===== config.mk =====
export PLATFORM = sky130hd
export DESIGN_NAME = muldiv_unit
export DESIGN_NICKNAME = d
export VERILOG_FILES = /design/src/rtl/muldiv_pkg.sv /design/src/rtl/muldiv_signfix.sv /design/src/rtl/muldiv_unit.sv
export SDC_FILE = /design/constraint.sdc
export NUM_CORES = 1
export LEC_CHECK = 0
export ABC_AREA = 1
export ABC_CLOCK_PERIOD_IN_PS = 3500
export CAP_MARGIN = 20
export CELL_PAD_IN_SITES_DETAIL_PLACEMENT = 0
export CELL_PAD_IN_SITES_GLOBAL_PLACEMENT = 2
export CORE_ASPECT_RATIO = 0.5
export CORE_MARGIN = 2
export CORE_UTILIZATION = 30
export CTS_BUF_LIST = sky130_fd_sc_hd__clkbuf_4 sky130_fd_sc_hd__clkbuf_8 sky130_fd_sc_hd__clkbuf_16
export DETAILED_ROUTE_END_ITERATION = 7
export GPL_TIMING_DRIVEN = 0
export PLACE_DENSITY_LB_ADDON = 0.1
export SYNTH_ARGS = -nofsm -noshare
export SYNTH_HDL_FRONTEND = slang
export SYNTH_HIERARCHICAL = 1
export SYNTH_SLANG_ARGS = --single-unit

===== constraint.sdc =====
create_clock -name iCLK -period 3.5 [get_ports iCLK]
set_clock_uncertainty 0.15 [all_clocks]
set_input_delay 0.7 -clock iCLK [delete_from_list [all_inputs] [get_ports iCLK]]
set_output_delay 0.7 -clock iCLK [all_outputs]
set_load 0.01 [all_outputs]

===== src/rtl/muldiv_pkg.sv =====
// -----------------------------------------------------------------------------
// muldiv_pkg
// Shared definitions for the iterative multiply/divide unit and the ALU control
// decoder that drives it: operation encodings for iOp, the unit's state
// encoding, and the iteration-counter width as a function of the operand width.
// -----------------------------------------------------------------------------
package muldiv_pkg;

   typedef enum logic [2:0] {
      OP_NONE  = 3'b000,
      OP_MULT  = 3'b001,
      OP_MULTU = 3'b010,
      OP_DIV   = 3'b011,
      OP_DIVU  = 3'b100,
      OP_MTHI  = 3'b101,
      OP_MTLO  = 3'b110,
      OP_RSVD  = 3'b111   // decoded as OP_NONE
   } op_e;

   typedef enum logic [1:0] {
      ST_IDLE = 2'd0,
      ST_RUN  = 2'd1,
      ST_FIX  = 2'd2
   } state_e;

   // The counter must hold the value WIDTH itself (terminal count).
   function automatic int cnt_width(input int width);
      return $clog2(width + 1);
   endfunction

endpackage


===== src/rtl/muldiv_signfix.sv =====
// -----------------------------------------------------------------------------
// muldiv_signfix
// Conditional two's-complement negation. Used to take |x| of signed operands
// when a multiply/divide is accepted, and to restore the result sign before
// HI/LO are written.
//   val_i : WIDTH-bit input value
//   neg_i : 1 = output the two's-complement negation of val_i
//   res_o : WIDTH-bit result
// -----------------------------------------------------------------------------
module muldiv_signfix #(
   parameter int WIDTH = 32
) (
   input  logic [WIDTH-1:0] val_i,
   input  logic             neg_i,
   output logic [WIDTH-1:0] res_o
);

   logic [WIDTH-1:0] neg_val;

   // Negating the most-negative value wraps back to itself; treated as unsigned
   // magnitude this is exactly 2^(WIDTH-1), which is what the datapath needs.
   assign neg_val = (~val_i) + WIDTH'(1);
   assign res_o   = neg_i ? neg_val : val_i;

endmodule


===== src/rtl/muldiv_unit.sv =====
// -----------------------------------------------------------------------------
// muldiv_unit
// Iterative multiply/divide unit with architectural HI/LO registers.
// MULT/MULTU use shift-add, DIV/DIVU use restoring division, one bit per cycle
// on operand magnitudes; signs are restored in a final FIX cycle. MTHI/MTLO
// write HI/LO directly when the unit is idle.
//   iCLK   : clock, rising edge
//   iRST   : synchronous active-high reset
//   iStart : request, sampled only while oBusy = 0
//   iOp    : operation (muldiv_pkg::op_e encoding)
//   iA     : rs operand (multiplicand / dividend / MTxx source)
//   iB     : rt operand (multiplier / divisor)
//   oHI    : HI register
//   oLO    : LO register
//   oBusy  : multi-cycle operation in flight
//   oDone  : one-cycle pulse after a MULT/DIV result lands in HI/LO
// Latency from the accepting edge to valid HI/LO is WIDTH+2 edges.
// -----------------------------------------------------------------------------
module muldiv_unit
   import muldiv_pkg::*;
#(
   parameter int WIDTH = 32
) (
   input  logic             iCLK,
   input  logic             iRST,
   input  logic             iStart,
   input  logic [2:0]       iOp,
   input  logic [WIDTH-1:0] iA,
   input  logic [WIDTH-1:0] iB,
   output logic [WIDTH-1:0] oHI,
   output logic [WIDTH-1:0] oLO,
   output logic             oBusy,
   output logic             oDone
);

   localparam int CNT_W = cnt_width(WIDTH);

   // control state (reset)
   state_e             state_q, state_d;
   logic [CNT_W-1:0]   cnt_q, cnt_d;
   logic [WIDTH-1:0]   hi_q, hi_d;
   logic [WIDTH-1:0]   lo_q, lo_d;
   logic               done_q, done_d;

   // datapath state (latched at start, no reset needed)
   logic [2*WIDTH-1:0] acc_q, acc_d;
   logic [WIDTH-1:0]   opnd_q;
   logic               div_q;
   logic               negq_q;   // negate product / quotient
   logic               negr_q;   // negate remainder

   op_e                op_in;
   logic               is_signed_in, is_div_in, is_arith_in;
   logic               start_arith;
   logic               b_zero;
   logic [WIDTH-1:0]   abs_a, abs_b;

   logic [WIDTH:0]     mul_sum;
   logic [2*WIDTH-1:0] mul_next;
   logic [WIDTH:0]     div_trial;
   logic [2*WIDTH-1:0] div_next;

   logic [2*WIDTH-1:0] prod_fix;
   logic [WIDTH-1:0]   quo_fix, rem_fix;

   assign op_in        = op_e'(iOp);
   assign is_signed_in = (op_in == OP_MULT) || (op_in == OP_DIV);
   assign is_div_in    = (op_in == OP_DIV)  || (op_in == OP_DIVU);
   assign is_arith_in  = is_div_in || (op_in == OP_MULT) || (op_in == OP_MULTU);
   assign start_arith  = iStart && (state_q == ST_IDLE) && is_arith_in;
   assign b_zero       = (iB == '0);

   muldiv_signfix #(.WIDTH(WIDTH)) u_abs_a (
      .val_i (iA),
      .neg_i (is_signed_in & iA[WIDTH-1]),
      .res_o (abs_a)
   );

   muldiv_signfix #(.WIDTH(WIDTH)) u_abs_b (
      .val_i (iB),
      .neg_i (is_signed_in & iB[WIDTH-1]),
      .res_o (abs_b)
   );

   // Multiply step: acc = {partial product, remaining multiplier bits}.
   // Add the multiplicand into the upper half when the multiplier LSB is set,
   // then shift the whole accumulator right, keeping the carry.
   assign mul_sum  = {1'b0, acc_q[2*WIDTH-1:WIDTH]}
                   + (acc_q[0] ? {1'b0, opnd_q} : {(WIDTH+1){1'b0}});
   assign mul_next = {mul_sum, acc_q[WIDTH-1:1]};

   // Restoring divide step: acc = {remainder, dividend/quotient}. Shift the
   // next dividend bit into the remainder and trial-subtract the divisor; a
   // borrow means the subtraction is discarded and the quotient bit is 0.
   // A zero divisor always succeeds, giving all-ones quotient and the dividend
   // as remainder.
   assign div_trial = {acc_q[2*WIDTH-1:WIDTH], acc_q[WIDTH-1]} - {1'b0, opnd_q};
   assign div_next  = div_trial[WIDTH]
                    ? {acc_q[2*WIDTH-2:0], 1'b0}
                    : {div_trial[WIDTH-1:0], acc_q[WIDTH-2:0], 1'b1};

   muldiv_signfix #(.WIDTH(2*WIDTH)) u_fix_prod (
      .val_i (acc_q),
      .neg_i (negq_q),
      .res_o (prod_fix)
   );

   muldiv_signfix #(.WIDTH(WIDTH)) u_fix_quo (
      .val_i (acc_q[WIDTH-1:0]),
      .neg_i (negq_q),
      .res_o (quo_fix)
   );

   muldiv_signfix #(.WIDTH(WIDTH)) u_fix_rem (
      .val_i (acc_q[2*WIDTH-1:WIDTH]),
      .neg_i (negr_q),
      .res_o (rem_fix)
   );

   always_comb begin
      state_d = state_q;
      cnt_d   = cnt_q;
      acc_d   = acc_q;
      hi_d    = hi_q;
      lo_d    = lo_q;
      done_d  = (state_q == ST_FIX);

      case (state_q)
         ST_IDLE: begin
            if (iStart) begin
               case (op_in)
                  OP_MTHI: hi_d = iA;
                  OP_MTLO: lo_d = iA;
                  OP_MULT, OP_MULTU, OP_DIV, OP_DIVU: begin
                     state_d = ST_RUN;
                     cnt_d   = '0;
                     acc_d   = is_div_in ? {{WIDTH{1'b0}}, abs_a}
                                         : {{WIDTH{1'b0}}, abs_b};
                  end
                  default: ;
               endcase
            end
         end

         ST_RUN: begin
            // WIDTH iterations, then one settling cycle at terminal count
            // before FIX; this fixes the latency at WIDTH+2.
            if (cnt_q == CNT_W'(WIDTH)) begin
               state_d = ST_FIX;
            end else begin
               acc_d = div_q ? div_next : mul_next;
               cnt_d = cnt_q + CNT_W'(1);
            end
         end

         ST_FIX: begin
            state_d = ST_IDLE;
            if (div_q) begin
               lo_d = quo_fix;
               hi_d = rem_fix;
            end else begin
               {hi_d, lo_d} = prod_fix;
            end
         end

         default: state_d = ST_IDLE;
      endcase
   end

   always_ff @(posedge iCLK) begin
      if (iRST) begin
         state_q <= ST_IDLE;
         cnt_q   <= '0;
         hi_q    <= '0;
         lo_q    <= '0;
         done_q  <= 1'b0;
      end else begin
         state_q <= state_d;
         cnt_q   <= cnt_d;
         hi_q    <= hi_d;
         lo_q    <= lo_d;
         done_q  <= done_d;
      end
   end

   always_ff @(posedge iCLK) begin
      acc_q <= acc_d;
      if (start_arith) begin
         opnd_q <= is_div_in ? abs_b : abs_a;
         div_q  <= is_div_in;
         // A zero divisor must leave the quotient at all ones, so no negation.
         negq_q <= is_signed_in & (iA[WIDTH-1] ^ iB[WIDTH-1]) & ~(is_div_in & b_zero);
         negr_q <= is_signed_in & iA[WIDTH-1];
      end
   end

   assign oHI   = hi_q;
   assign oLO   = lo_q;
   assign oBusy = (state_q != ST_IDLE);
   assign oDone = done_q;

endmodule


; ---- Word level (Yosys, flattened, before mapping)
; Index checks and enable logic that the tools add are counted.
[totals]
reg_bits = 172
inputBits = 70
output_inout_bits = 66
word_cells = 91
[op_classes]
addsub = 8
eq_ne = 15
n_mux = 30
bitwise = 12
reduce_logical = 16
[ops]
columns = cell, count
row1 = $mux W32, 13
row2 = $mux W64, 6
row3 = $add A32 B1 Y32 const B, 4
row4 = $not A32 Y32, 4
row5 = $pmux W32 S2, 2
row6 = $pmux W64 S2, 1
row7 = $add A64 B1 Y64 const B, 1
row8 = $not A64 Y64, 1
row9 = $add A32 B32 Y33, 1
row10 = $sub A33 B32 Y33, 1
row11 = $logic_not A32 Y1, 1
row12 = $mux W6, 3
row13 = $pmux W6 S2, 1
row14 = $eq A3 B3 Y1 const B, 3
row15 = $reduce_and A3 Y1, 3
row16 = $add A6 B1 Y6 const B, 1
row17 = $eq A3 B2 Y1 const B, 2
row18 = $eq A6 B6 Y1 const B, 1
row19 = $mux W2, 3
row20 = $ne A2 B1 Y1 const B, 3
row21 = $ne A2 B2 Y1 const B, 3
row22 = $reduce_bool A2 Y1, 3
row23 = $and A1 B1 Y1, 5
row24 = $logic_or A1 B1 Y1, 4
row25 = 10 further kinds, 11

; ---- Depth between registers and ports, before layout
; Gate-level depths: netlist of run 1.
[depth]
word_depth = 8
ltp_mapped = 19
ltp_nobuf = 18

; ---- Hierarchy
; Netlist of run 1, hierarchy kept.
[by_module_without_submodules]
columns = module, n_inst, cells_each, area_each_um2, seq_area_each_um2
row1 = muldiv_unit, 1, 2149, 13739.4, 4434.3
row2 = muldiv_signfix (u_abs_a ...), 4, 227, 1108.6, 0.0
row3 = muldiv_signfix (u_fix_prod), 1, 498, 2466.1, 0.0

; ---- Worst setup path before layout of run 1
; No wires, ideal clock.
[synth_path]
kind = input port to flip-flop
startpoint = in iOp[2]
endpoint = reg cnt_q[5]
setup_ns = 0.115
arrival_ns = 3.031
required_ns = 3.235
setup_slack_ns = 0.204
path_stages = 9
path_buffers = 0
cell_sequence = inv_1 > o21ai_0 > nand2_1 > nand3_1 > nand2_1 > and3_1 > nand2_1 > xor2_1 > nor2_1
[synth_between]
elab_chain_len = 4
elab_cells_between_ends = 7
classes_between = 5 x eq/ne / 2 x reduce/logical
[synth_lines]
columns = element, line_no
row1 = from (decl), muldiv_unit.sv:27  ; input logic [2:0] iOp,
row2 = $eq A3 B1 Y1 (tied with other cells), muldiv_unit.sv:131  ; case (op_in)
row3 = $reduce_or A4 Y1 (*), muldiv_unit.sv:131
row4 = $ne A2 B1 Y1 (no source line) (*), -
row5 = $reduce_and A4 Y1 (no source line) (*), -
row6 = to (signal assigned), muldiv_unit.sv:179  ; cnt_q <= cnt_d;
row7 = to (decl), muldiv_unit.sv:40  ; logic [CNT_W-1:0] cnt_q, cnt_d;
; Mark *: on every way between the ends. The rest lies on a longest branch, timed or not.
; A chain may end at the register's enable or synchronous reset.

; ---- Worst setup path after layout of run 1
[layout_path]
startpoint = reg acc_q[0]
endpoint = reg acc_q[61], data pin
[layout_between]
elab_chain_len = 5
[layout_lines]
columns = element, line_no
row1 = from (decl), muldiv_unit.sv:46  ; logic [2*WIDTH-1:0] acc_q, acc_d;
row2 = from (signal assigned), muldiv_unit.sv:187  ; acc_q <= acc_d;
row3 = $mux W32, muldiv_unit.sv:89  ; + (acc_q[0] ? {1'b0, opnd_q} : {(WIDTH+1){1'b0}});
row4 = $add A32 B32 Y33, muldiv_unit.sv:89
row5 = $mux W64, muldiv_unit.sv:151  ; acc_d = div_q ? div_next : mul_next;
row6 = $mux W64, muldiv_unit.sv:148  ; if (cnt_q == CNT_W'(WIDTH)) begin
row7 = $pmux W64 S2, muldiv_unit.sv:128  ; case (state_q)
; No other way between the ends. The select of a mux whose other input is x is not followed.

==> impl_metrics.py, run 1 <==
metrics = {
    "run_status": {
        "outcome": "complete, no violations",
    },
    "sta": {
        "fmax_mhz": 294,
        "setup_ws_ns": 0.104,
        "relSlewSlack_pct": 23.1,
        "hold_viol": 0,
        "worstMarginPinSlew_ns": 1.14,
        "period_needed_ns": 3.40,
        "fin_setup_tns_ns": 0,
        "timing.hold.ws_ns": 0.343,
        "rsz0062_at_grt": "yes",
        "setup_viol": 0,
        "slew_viol_final": 0,
        "period_share_pct": 97.0,
    },
    "pwr": {
        "p_leak_nw": 11.3,
        "power_mw": 8.40,
        "p_sw_share_pct": 45.9,
        "clock_power_share_pct": 23.8,
        "irDropWorstVdd_v": 0.000392,
        "power_frac_seq_pct": 32.6,
        "p_int_mw": 4.55,
        "p_per_area_nw_per_um2": 348,
        "switchingPower_mw": 3.86,
        "combPwrFrac_pct": 43.6,
    },
    "clocking": {
        "cts_root_buf": "clkbuf_16",
        "cts_tree": "built",
        "clk_pin_slew_ns": 0.08,
        "clockBufferDepth": 2,
        "hold_buffers": 0,
        "cts_sinks": 172,
        "clock_latency_ns": 0.49,
        "numCtsBuffers": 17,
        "htree_levels": 4,
    },
    "cells_and_area": {
        "fin_cells": 4665,
        "drive_gt1_share_pct": 7.78,
        "post-route-util_pct": 35.8,
        "fillers": 7723,
        "syn2layout_area_growth_pct": 17.0,
        "fin_nets": 3895,
        "post-route-cell-area_um2": 24100,
    },
    "floorplanning": {
        "ios": 136,
        "fp.dieArea_um2": 71000,
        "die_w_um": 375,
        "rows": 67,
        "start_util_pct": 30.6,
        "die_h_um": 189,
        "coreArea_um2": 67500,
    },
    "yosys": {
        "netlist_instances": 3555,
        "synth.cell_area_um2": 20600,
        "ys_top_cells_by_count": "nand2_1 (1122), nor2_1 (575), inv_1 (387)",
        "synth_top_area_share_pct": 20.4,
        "yosys.area.top_type": "nand2_1",
        "synth_cell_type_count": 50,
        "ys_seq_area_share_pct": 21.5,
        "ys_warn_count": 6,
        "synth_area_leaders": "nand2_1 (20%), edfxtp_1 (14%), nor2_1 (10%), dfxtp_1 (7.1%), inv_1 (7.0%)",
        "synth_ff_type": "edfxtp_1",
        "post-synth-top-count-cell": "nand2_1",
        "avgSynthCellArea_um2": 5.81,
        "ys_async_sr_fraction_pct": 0,
        "syn_nets": 3698,
        "synth_edf_count": 99,
        "ys_ff_latch": 172,
    },
    "grt": {
        "grt-ovfl-total": 0,
        "grt_pass1_wl_um": 151000,
        "grt_pass1_vias": 22326,
        "grt_usage_pct": 29.6,
        "grt_max_degree": 39,
        "antenna_found_initial": 1,
    },
    "critical_path": {
        "critPathRequiredTime_ns": 3.57,
        "end_kind": "flip-flop",
        "critPathLaunchType": "flip-flop",
        "critical_path.max_fanout": 10,
        "cp.arrival_ns": 3.47,
        "critical_path_class": "reg2reg",
    },
    "routing": {
        "highest_layer": "met4",
        "vias": 24025,
        "wl_met1_um": 49300,
        "drc": 0,
        "first_pass_iters": 6,
        "dr_wl_met2_um": 47400,
        "drt-wirelength-per-cell_um": 22.9,
        "drt-initial-drc-count": 2156,
        "wl_met3_um": 6790,
        "vias_per_cell": 5.15,
        "wl_um": 107000,
        "ant_nets": 0,
    },
    "placement": {
        "port_buffers": 135,
        "dpl_worst_slack_ns": -0.660,
        "dpl-instance-area_um2": 23200,
        "place_inst": 4589,
        "finalWeightedCongestion": 0.931,
        "dp_hpwl_um": 88200,
    },
    "worst_hold_path": {
        "min_path_type": "reg2reg",
    },
    "run": {
        "cap_violations": 0,
    },
}
==> area by class of cell <==
class                      instances  area, um^2  share of cell area (%)
multi-input combinational       2857       14200                    58.6
timing repair buffer             178        1750                    7.25
inverter                         411        1560                    6.47
clock inverter                    13         120                   0.498
antenna                            3        7.51                  0.0311
tap                              897        1120                    4.65
clock buffer                      19         458                    1.90
sequential                       172        4430                    18.4
buffer                           115         536                    2.22
==> logic make-up after synthesis <==
logic type / share of synthesized area [%]
xor+xnor: 4.66
flops: 21.5
buf+inv: 10.1
compound gates: 14.2
fa+ha+maj: 4.50
simple gates: 45.0
==> layer usage <==
metal	global-route usage (%)	vias up
met5	0	-
met4	9.57	0
met3	5.41	117
met2	47.6	706
met1	39.9	11363
li1	-	11839
==> registers in the layout (all words and copies together) (netlist names) <==
register	count
oLO	32
oDone	1
negr_q	1
negq_q	1
state_q	2
cnt_q	6
opnd_q	32
acc_q	64
div_q	1
oHI	32
==> cells in the final DEF (no fill, tap or decap), types with 43 or more instances in the layout <==
master and n:
nand2_1 1120, nor2_1 574, inv_1 386, o21ai_0 259, nand3_1 224, clkdlybuf4s50_1 135, a21oi_1 108, edfxtp_1 99
clkbuf_1 75, dfxtp_1 73, ha_1 71, a31oi_1 65, xnor2_1 60, buf_4 49, xor2_1 48, nand4_1 44
nor2_2 43
==> timing repair <==
action	in CTS	in global routing
setup buffers	3	38
endpoints found under the setup margin	30	21
resized for setup	6	12
==> worst paths after layout <==
path / from / to / slack [ns] / cells past startpoint
max: acc_q[0] / acc_q[61] / 0.10 / 17
min: cnt_q[1] / cnt_q[1] / 0.34 / 2
min reg2reg: cnt_q[1] / cnt_q[1] / 0.34 / 2
max reg2reg: acc_q[0] / acc_q[61] / 0.10 / 17
==> worst max-delay path: stages (launching register included) <==
cell and delay, ns:
edfxtp_1 0.42, buf_2 0.27, clkbuf_2 0.27, nand2_1 0.07
inv_1 0.06, ha_1 0.25, fa_2 0.31, nand2_1 0.07
nand2_1 0.08, nand2_2 0.08, o21ai_2 0.28, nand3_1 0.11
nand2_1 0.18, nand3_1 0.15, nand2_1 0.09, nand2_1 0.05
nand3_1 0.13, a21oi_1 0.10
==> power by group through the flow <==
stage	Clock, mW	Combinational (mW)	Sequential [mW]
after global routing	2.09	4.03	2.75
after CTS	2.01	3.47	2.82
after global placement	0	3.40	2.89
final	2.00	3.67	2.74
after detailed placement	0	3.42	2.88
after floorplan	0	2.22	2.62
Power figures use the tool's default switching activity.
==> run 2, diff against run 1 <==
- SYNTH_HIERARCHICAL: 1 -> unset
==> run 2 against run 1 <==
Compared with the run above:
- hold slack got worse by 0.0028 ns
- highest routed layer unchanged
- routed wire length decreased by 10%
- cell count decreased by 16%
- worst setup slack improved by 0.061 ns
- first-iteration DRC count increased by 8.8%
- global-route usage increased by 2.0 points
- register-to-register slack improved by 0.06 ns
- clock power increased by 7%
- die area decreased by 16%
- non-clock buffer count decreased by 59
- total power decreased by 7.3%
- critical path depth decreased by 2
==> impl_metrics.py, run 2 <==
metrics = {
    "sta": {
        "setup_viol": 0,
        "timing.hold.ws_ns": 0.340,
        "period_share_pct": 95.3,
        "fmax_mhz": 300,
        "fin_setup_tns_ns": 0,
        "rsz0062_at_grt": "no",
        "setup_ws_ns": 0.165,
        "period_needed_ns": 3.33,
        "relSlewSlack_pct": 30.0,
        "hold_viol": 0,
        "worstMarginPinSlew_ns": 1.05,
        "slew_viol_final": 0,
    },
    "routing": {
        "drc": 0,
        "first_pass_iters": 6,
        "drt-initial-drc-count": 2345,
        "drt-wirelength-per-cell_um": 24.5,
        "ant_nets": 0,
        "wl_um": 95700,
        "vias": 20787,
        "vias_per_cell": 5.32,
    },
    "critical_path": {
        "critPathRequiredTime_ns": 3.56,
        "critical_path.max_fanout": 10,
        "regToRegSetupSlack_ns": 0.17,
        "r2r-end": "acc_q[56]",
        "critical_path_class": "reg2reg",
        "r2r_start": "acc_q[41]",
        "end_kind": "flip-flop",
        "r2r_cells": 15,
        "critPathLaunchType": "flip-flop",
        "cp.arrival_ns": 3.39,
    },
    "cells_and_area": {
        "post-route-cell-area_um2": 20500,
        "syn2layout_area_growth_pct": 18.1,
        "fin_cells": 3905,
        "fin_nets": 3266,
        "antenna_cells": 0,
        "largest_register_ffs": 64,
        "drive_gt1_share_pct": 3.54,
        "regMostFlops": "acc_q",
        "fillers": 6537,
        "final_cell_mix": "nand2_1 (814), inv_1 (433), nor2_1 (371)",
        "post-route-util_pct": 35.8,
        "final_common_cell": "nand2_1",
    },
    "placement": {
        "place_inst": 3868,
        "dp_hpwl_um": 81500,
        "finalWeightedCongestion": 1.02,
        "dpl-instance-area_um2": 19700,
        "port_buffers": 135,
        "dpl_worst_slack_ns": -0.709,
    },
    "yosys": {
        "syn_nets": 3105,
        "ys_top_cells_by_count": "nand2_1 (817), inv_1 (435), nor2_1 (371)",
        "synth_edf_count": 99,
        "synth_top_area_share_pct": 17.7,
        "netlist_instances": 2963,
        "avgSynthCellArea_um2": 5.86,
        "synth_area_leaders": "nand2_1 (18%), edfxtp_1 (17%), inv_1 (9.4%), dfxtp_1 (8.4%), nand3_1 (8.4%)",
        "yosys.area.top_type": "nand2_1",
        "synth_ff_type": "edfxtp_1",
        "ys_ff_latch": 172,
        "post-synth-top-count-cell": "nand2_1",
        "ys_seq_area_share_pct": 25.5,
        "synth_cell_type_count": 46,
        "ys_warn_count": 0,
        "synth.cell_area_um2": 17400,
        "ys_async_sr_fraction_pct": 0,
    },
    "run": {
        "cap_violations": 0,
    },
    "pwr": {
        "power_mw": 7.79,
        "p_sw_share_pct": 45.5,
        "p_int_mw": 4.25,
        "combPwrFrac_pct": 39.2,
        "irDropWorstVdd_v": 0.000379,
        "p_per_area_nw_per_um2": 380,
        "clock_power_share_pct": 27.5,
        "p_leak_nw": 9.60,
        "switchingPower_mw": 3.55,
        "power_frac_seq_pct": 33.3,
    },
    "floorplanning": {
        "rows": 62,
        "die_h_um": 174,
        "die_w_um": 344,
        "ios": 136,
        "coreArea_um2": 57200,
        "fp.dieArea_um2": 59900,
        "start_util_pct": 30.3,
    },
    "grt": {
        "grt_pass1_wl_um": 135000,
        "antenna_found_initial": 0,
        "grt-ovfl-total": 0,
        "grt_pass1_vias": 19081,
        "grt_max_degree": 55,
        "grt_usage_pct": 31.6,
    },
    "clocking": {
        "clock_latency_ns": 0.50,
        "numCtsBuffers": 17,
        "cts_sinks": 172,
        "cts_root_buf": "clkbuf_16",
        "cts_tree": "built",
        "clockBufferDepth": 2,
        "clk_pin_slew_ns": 0.09,
        "hold_buffers": 0,
        "htree_levels": 4,
    },
    "worst_hold_path": {
        "min_path_type": "reg2reg",
        "hp-start": "oLO[1]",
        "min_path_cells": 2,
        "holdPathEnd": "oLO[1]",
    },
    "run_status": {
        "outcome": "complete, no violations",
    },
}
-- run 2: logic make-up after synthesis --
group | synth area share [%]
simple gates | 38.5
fa+ha+maj | 5.28
compound gates | 15.9
xor+xnor | 3.03
flops | 25.5
buf+inv | 11.8
-- run 2: how the worst max path moves through the flow --
| stage | cells after the start | start | slack (ns) | to |
|---|---|---|---|---|
| 4_1_cts | 15 | acc_q[0] | 0.05 | acc_q[60] |
| 3_3_place_gp | 13 | iOp[0] | -0.80 | cnt_q[5] |
| 6_report | 15 | acc_q[41] | 0.17 | acc_q[56] |
| 3_5_place_dp | 15 | acc_q[0] | -0.71 | acc_q[59] |
| 2_1_floorplan | 12 | iOp[2] | 0.63 | cnt_q[5] |
| 5_1_grt | 17 | acc_q[0] | 0.002 | acc_q[53] |
-- run 2: layout make-up --
cell class	count	area, um^2	share of cell area (%)
plain buffers	92	405	1.98
clock buffers	17	425	2.08
clock inverters	15	218	1.06
inverters	442	1660	8.10
multi-input cells	2257	10900	53.4
flip-flops and latches	172	4430	21.6
well taps	768	961	4.69
repair buffers	142	1450	7.08
-- run 2: metal layers --
layer / track usage (%) / share of wire [%]
met5: 0 / 0
met4: 5.49 / 1.6
met3: 7.00 / 8.6
met2: 45.6 / 41
met1: 47.9 / 49
-- run 2: repair_timing --
| action | CTS | global route |
|---|---|---|
| endpoints found under the setup margin | 22 | 34 |
| resized for setup | 13 | 20 |
| pin swaps | 0 | 1 |
| cloned | 0 | 0 |
| setup buffers | 1 | 3 |
-- run 2: power by group through the flow --
stage	Combinational, mW	Clock [mW]	Sequential (mW)
floorplan	1.79	0	2.49
global placement	2.94	0	2.64
detailed placement	2.94	0	2.64
CTS	2.97	2.14	2.59
global route	3.34	2.22	2.60
finish	3.05	2.15	2.59
-- run 2: worst max-delay path: stages (launching register included) --
cell	delay, ns
edfxtp_1	0.53
ha_1	0.43
nand2_1	0.12
nor2_1	0.42
and2_1	0.23
nand2_1	0.06
nand2_1	0.09
nand2_1	0.10
nand2_1	0.09
nand2_1	0.05
nand2_1	0.11
buf_6	0.18
buf_6	0.18
nand2_1	0.13
nand3_1	0.11
a21oi_1	0.06
